--- src/rtl/fetch_sequencer.sv ---
// Instruction-fetch sequencer: drives PC enable/load, reads instruction memory,
// and hands each word to the decoder. Optional interrupt entry under FETCH_IRQ_EN.
module fetch_sequencer #(
  parameter int unsigned MEM_TIMEOUT = 16,
  parameter logic [15:0] IRQ_VECTOR  = 16'h0004
) (
  input  logic        I_clk,
  input  logic        I_reset,
  input  logic [15:0] I_pc,
  output logic        O_pc_enable,
  output logic        O_pc_write,
  output logic [15:0] O_pc_in,
  output logic        O_mem_req,
  output logic [15:0] O_mem_addr,
  input  logic        I_mem_ready,
  input  logic [15:0] I_mem_data,
  output logic [15:0] O_ir,
  output logic        O_ir_valid,
  input  logic        I_ir_ack,
  input  logic        I_branch_valid,
  input  logic [15:0] I_branch_target,
  input  logic        I_halt,
  output logic        O_halted,
`ifdef FETCH_IRQ_EN
  input  logic        I_irq,
  output logic        O_irq_ack,
  output logic [15:0] O_epc,
`endif
  output logic        O_fetch_err
);

  typedef enum logic [1:0] {
    S_FETCH,
    S_ISSUE,
    S_HALT
  } state_t;

  localparam int unsigned CW = (MEM_TIMEOUT > 2) ? $clog2(MEM_TIMEOUT) : 1;

  state_t        state, state_next;
  logic [CW-1:0] tmo_cnt;
  logic          timeout_hit;
  logic          issue_ack;
  logic          branch_take;
  logic          irq_take;
  logic [15:0]   branch_pc;

  assign O_mem_addr  = I_pc;
  assign branch_pc   = I_branch_target & 16'hFFFE;
  assign issue_ack   = (state == S_ISSUE) && I_ir_ack;
  assign branch_take = issue_ack && I_branch_valid;
  // A ready response on the last allowed cycle still wins over the timeout.
  assign timeout_hit = (MEM_TIMEOUT != 0) && (state == S_FETCH) && !I_mem_ready &&
                       (tmo_cnt == CW'(MEM_TIMEOUT - 1));

`ifdef FETCH_IRQ_EN
  assign irq_take = I_irq && (issue_ack || ((state == S_HALT) && !O_fetch_err));
`else
  assign irq_take = 1'b0;
`endif

  always_ff @(posedge I_clk) begin
    if (I_reset) state <= S_FETCH;
    else         state <= state_next;
  end

  always_comb begin
    state_next = state;
    case (state)
      S_FETCH: begin
        if (I_mem_ready)      state_next = S_ISSUE;
        else if (timeout_hit) state_next = S_HALT;
      end
      S_ISSUE: begin
        if (I_ir_ack) begin
          if (irq_take)    state_next = S_FETCH;
          else if (I_halt) state_next = S_HALT;
          else             state_next = S_FETCH;
        end
      end
      S_HALT: begin
        if (irq_take) state_next = S_FETCH;
      end
      default: state_next = S_FETCH;
    endcase
  end

  always_comb begin
    O_pc_enable = 1'b0;
    O_pc_write  = 1'b0;
    O_pc_in     = '0;
    O_mem_req   = (state == S_FETCH);
    O_halted    = (state == S_HALT);
`ifdef FETCH_IRQ_EN
    O_irq_ack   = 1'b0;
`endif
    if ((state == S_FETCH) && I_mem_ready) begin
      O_pc_enable = 1'b1;
    end else if (irq_take) begin
      O_pc_enable = 1'b1;
      O_pc_write  = 1'b1;
      O_pc_in     = IRQ_VECTOR;
`ifdef FETCH_IRQ_EN
      O_irq_ack   = 1'b1;
`endif
    end else if (branch_take) begin
      O_pc_enable = 1'b1;
      O_pc_write  = 1'b1;
      O_pc_in     = branch_pc;
    end
  end

  always_ff @(posedge I_clk) begin
    if (I_reset) begin
      tmo_cnt     <= '0;
      O_ir        <= '0;
      O_ir_valid  <= 1'b0;
      O_fetch_err <= 1'b0;
    end else begin
      if ((state == S_FETCH) && !I_mem_ready) tmo_cnt <= tmo_cnt + 1'b1;
      else                                    tmo_cnt <= '0;
      if ((state == S_FETCH) && I_mem_ready) begin
        O_ir       <= I_mem_data;
        O_ir_valid <= 1'b1;
      end else if (issue_ack) begin
        O_ir_valid <= 1'b0;
      end
      if (timeout_hit) O_fetch_err <= 1'b1;
    end
  end

`ifdef FETCH_IRQ_EN
  always_ff @(posedge I_clk) begin
    if (I_reset)       O_epc <= '0;
    else if (irq_take) O_epc <= branch_take ? branch_pc : I_pc;
  end
`endif

endmodule

--- config.mk ---
export PLATFORM = sky130hd
export DESIGN_NAME = fetch_sequencer
export DESIGN_NICKNAME = d
export VERILOG_FILES = /design/src/rtl/fetch_sequencer.sv
export SDC_FILE = /design/constraint.sdc
export NUM_CORES = 1
export LEC_CHECK = 0
export ABC_CLOCK_PERIOD_IN_PS = 2600
export BUFFER_PORTS_ARGS = -buffer_cell sky130_fd_sc_hd__buf_2
export CORE_ASPECT_RATIO = 1.75
export CORE_MARGIN = 5
export CORE_UTILIZATION = 39
export CTS_CLUSTER_SIZE = 30
export DETAILED_ROUTE_END_ITERATION = 10
export PLACE_DENSITY = 0.81
export SYNTH_ARGS = -nofsm -noshare
export SYNTH_HDL_FRONTEND = slang
export SYNTH_SLANG_ARGS = --single-unit
--- constraint.sdc ---
create_clock -name I_clk -period 2.6 [get_ports I_clk]
set_clock_uncertainty 0.05 [all_clocks]
set_input_delay 0.26 -clock I_clk [delete_from_list [all_inputs] [get_ports I_clk]]
set_output_delay 0.26 -clock I_clk [all_outputs]
set_load 0.005 [all_outputs]
==> impl_metrics.ini <==
[clock_tree]
insertion_delay_ns = 0.25
clock-sinks = 24
cts_resized = 0
cts_root_buf = clkbuf_8
clkTransAtPathRegs_ns = 0.08
cts_tree = done
postCtsSetupRepairBufs = 0
numCtsBuffers = 3
cts_hold_buf = 0
clock_path_buffers = 2
htreeDepth = 1

[yosys]
ys_ff_latch = 24
yosysWarnings = 0
avgSynthCellArea_um2 = 9.319
synth_common_cells = dfxtp_1, nor2_1, buf_4, mux2i_1, and2_1
synth_top_flop_cell = dfxtp_1
syn_area_um2 = 1165
synthesis.nets = 180
synthTopCellsByArea = dfxtp_1, mux2i_1, buf_4
yosysTopAreaCell = dfxtp_1
synth_edf_count = 0
yosysUniqueCellTypes = 29
ys_seq_area_frac = 0.4125
syn_inst = 125
synth_top_area_frac = 0.4125
synth-async-reset-ratio = 0
yosysMostFrequentCell = dfxtp_1

[grt]
gr-max-usage-layer = met2
use_met3 = 0.05566
grtUsageMet1 = 0.1229
antenna_found_initial = 0
met2_usage = 0.2817
grt_pass1_wl_um = 4540
grt_pass1_vias = 1057
grt_max_degree = 22
grt_overflow_total = 0
grt_usage = 0.1388

[floorplanning]
ios = 108
core-area_um2 = 2895
num_rows = 26
dieArea_um2 = 4223
die_h_um = 82.30
initial_core_util = 0.4023
die_x_um = 51.32

[worst_setup_path]
path_class = reg2out
cp_slowest_cell = dfxtp_1
critPathArrivalTime_ns = 1.55
cp-start-kind = register
critPathMaxStageDelay_ns = 0.52
cp_max_fo = 17
crit_chain = nand2_1, nor2_2, and2_1, buf_2
crit_required_ns = 2.29
worst_setup_path_end_kind = primary output

[timing]
tns_ns = 0
period_share = 0.7157
final-hold-violation-count = 0
rsz0062_at_grt = false
max_freq_mhz = 537.4
setup_viol = 0
final.min_clock_period_ns = 1.861
finalMaxSlewViolations = 0
worst_slack_ns = 0.7393

[detailed_routing]
firstDrtPassIters = 4
via_count = 994
first_iter_violations = 12
wl_per_cell_um = 13.55
viasPerCell = 4.802
drcViolationCount = 0
antenna_left = 0
drt-total-wl_um = 2805

[pwr]
power_density_nw_per_um2 = 515.4
leakage_nw = 0.7840
ir_drop_uv = 320.4
power.total_mw = 0.7410

[layout]
antenna_cells = 0
num-fill-cells = 290
drive_gt1_frac = 0.4525
nets = 236
syn_to_final_growth_pct = 23.42

[min_path]
min_path_type = in2reg

[place]
portBuffers = 73
place_hpwl_um = 2369
dp_slack_ns = 0.9946
place_congestion = 0.6636

[flow_run]
drv_cap = 0

[outcome]
run_status = finished clean
-- layer usage --
| layer | share of wire | routed length (µm) |
|---|---|---|
| met3 | 0.13 | 376 |
| met2 | 0.55 | 1533 |
| met4 | 0.0061 | 17 |
| met5 | 0 | 0 |
| met1 | 0.31 | 878 |
-- critical path: cells and delay by family, from the launching register on --
| kind | cells | cell delay, ns |
|---|---|---|
| AND/OR/NAND/NOR | 3 | 0.67 |
| flip-flops | 1 | 0.52 |
| buffers and inverters | 1 | 0.11 |
-- registers in the layout, indices dropped and copies added, names as in the netlist --
name	count
O_ir	16
tmo_cnt	4
state	2
O_fetch_err	1
O_ir_valid	1
-- kinds of logic after synthesis --
kind of cell,Yosys count,share of synthesized area
adders and majority gates,1,0.01074
buffers and inverters,25,0.1633
other,1,0.003219
muxes,17,0.1461
AOI/OAI and AO/OA,5,0.02793
and+or+nand+nor,50,0.2213
xor gates and xnor gates,2,0.01504
DFF,24,0.4125
-- cell type report --
type / instances / area, µm² / share of cell area
multi-input cells: 76 / 500.5 / 0.3481
flip-flops and latches: 24 / 480.5 / 0.3342
repair buffers: 74 / 372.9 / 0.2594
clock buffers: 3 / 41.29 / 0.02872
well taps: 28 / 35.03 / 0.02437
inverters: 2 / 7.507 / 0.005222
-- path summary, 6_finish.rpt --
check | start | endpoint | slack [ns] | cells after the start
hold / removal | I_mem_data[8] | O_ir[8] | 0.19 | 3
hold reg to reg | tmo_cnt[0] | tmo_cnt[0] | 0.40 | 1
setup / recovery | state[0] | O_pc_in[15] | 0.74 | 4
setup reg to reg | state[0] | O_ir[7] | 1.20 | 4
-- placed cells by master (no fill, tap or decap), types with 2 or more instances in the layout --
| master | n |
|---|---|
| nand2_1 | 3 |
| mux2i_1 | 17 |
| clkbuf_8 | 3 |
| dfxtp_1 | 24 |
| nand3_1 | 2 |
| buf_2 | 73 |
| and2_1 | 15 |
| a21oi_1 | 2 |
| nor2_1 | 21 |
| inv_1 | 2 |
-- through the flow --
step,hold slack [ns],instance area [µm²],util,std cells
final,0.1872,1438,0.4965,207
after global routing,0.2025,1438,0.4965,207
after CTS,0.1835,1438,0.4965,207
after detailed placement,0.3912,1396,0.4823,204
after global placement,0.3819,1396,0.4823,204
after floorplan,0.3572,1165,-,125
-- power breakdown --
part / internal (mW) / total [mW] / switching (mW) / leakage (nW)
registers: 0.390 / 0.406 / 0.0154 / 0.197
logic: 0.0718 / 0.131 / 0.0588 / 0.566
clock network: 0.103 / 0.205 / 0.102 / 0.0216
Note: power is estimated with default switching activity, not from simulation.
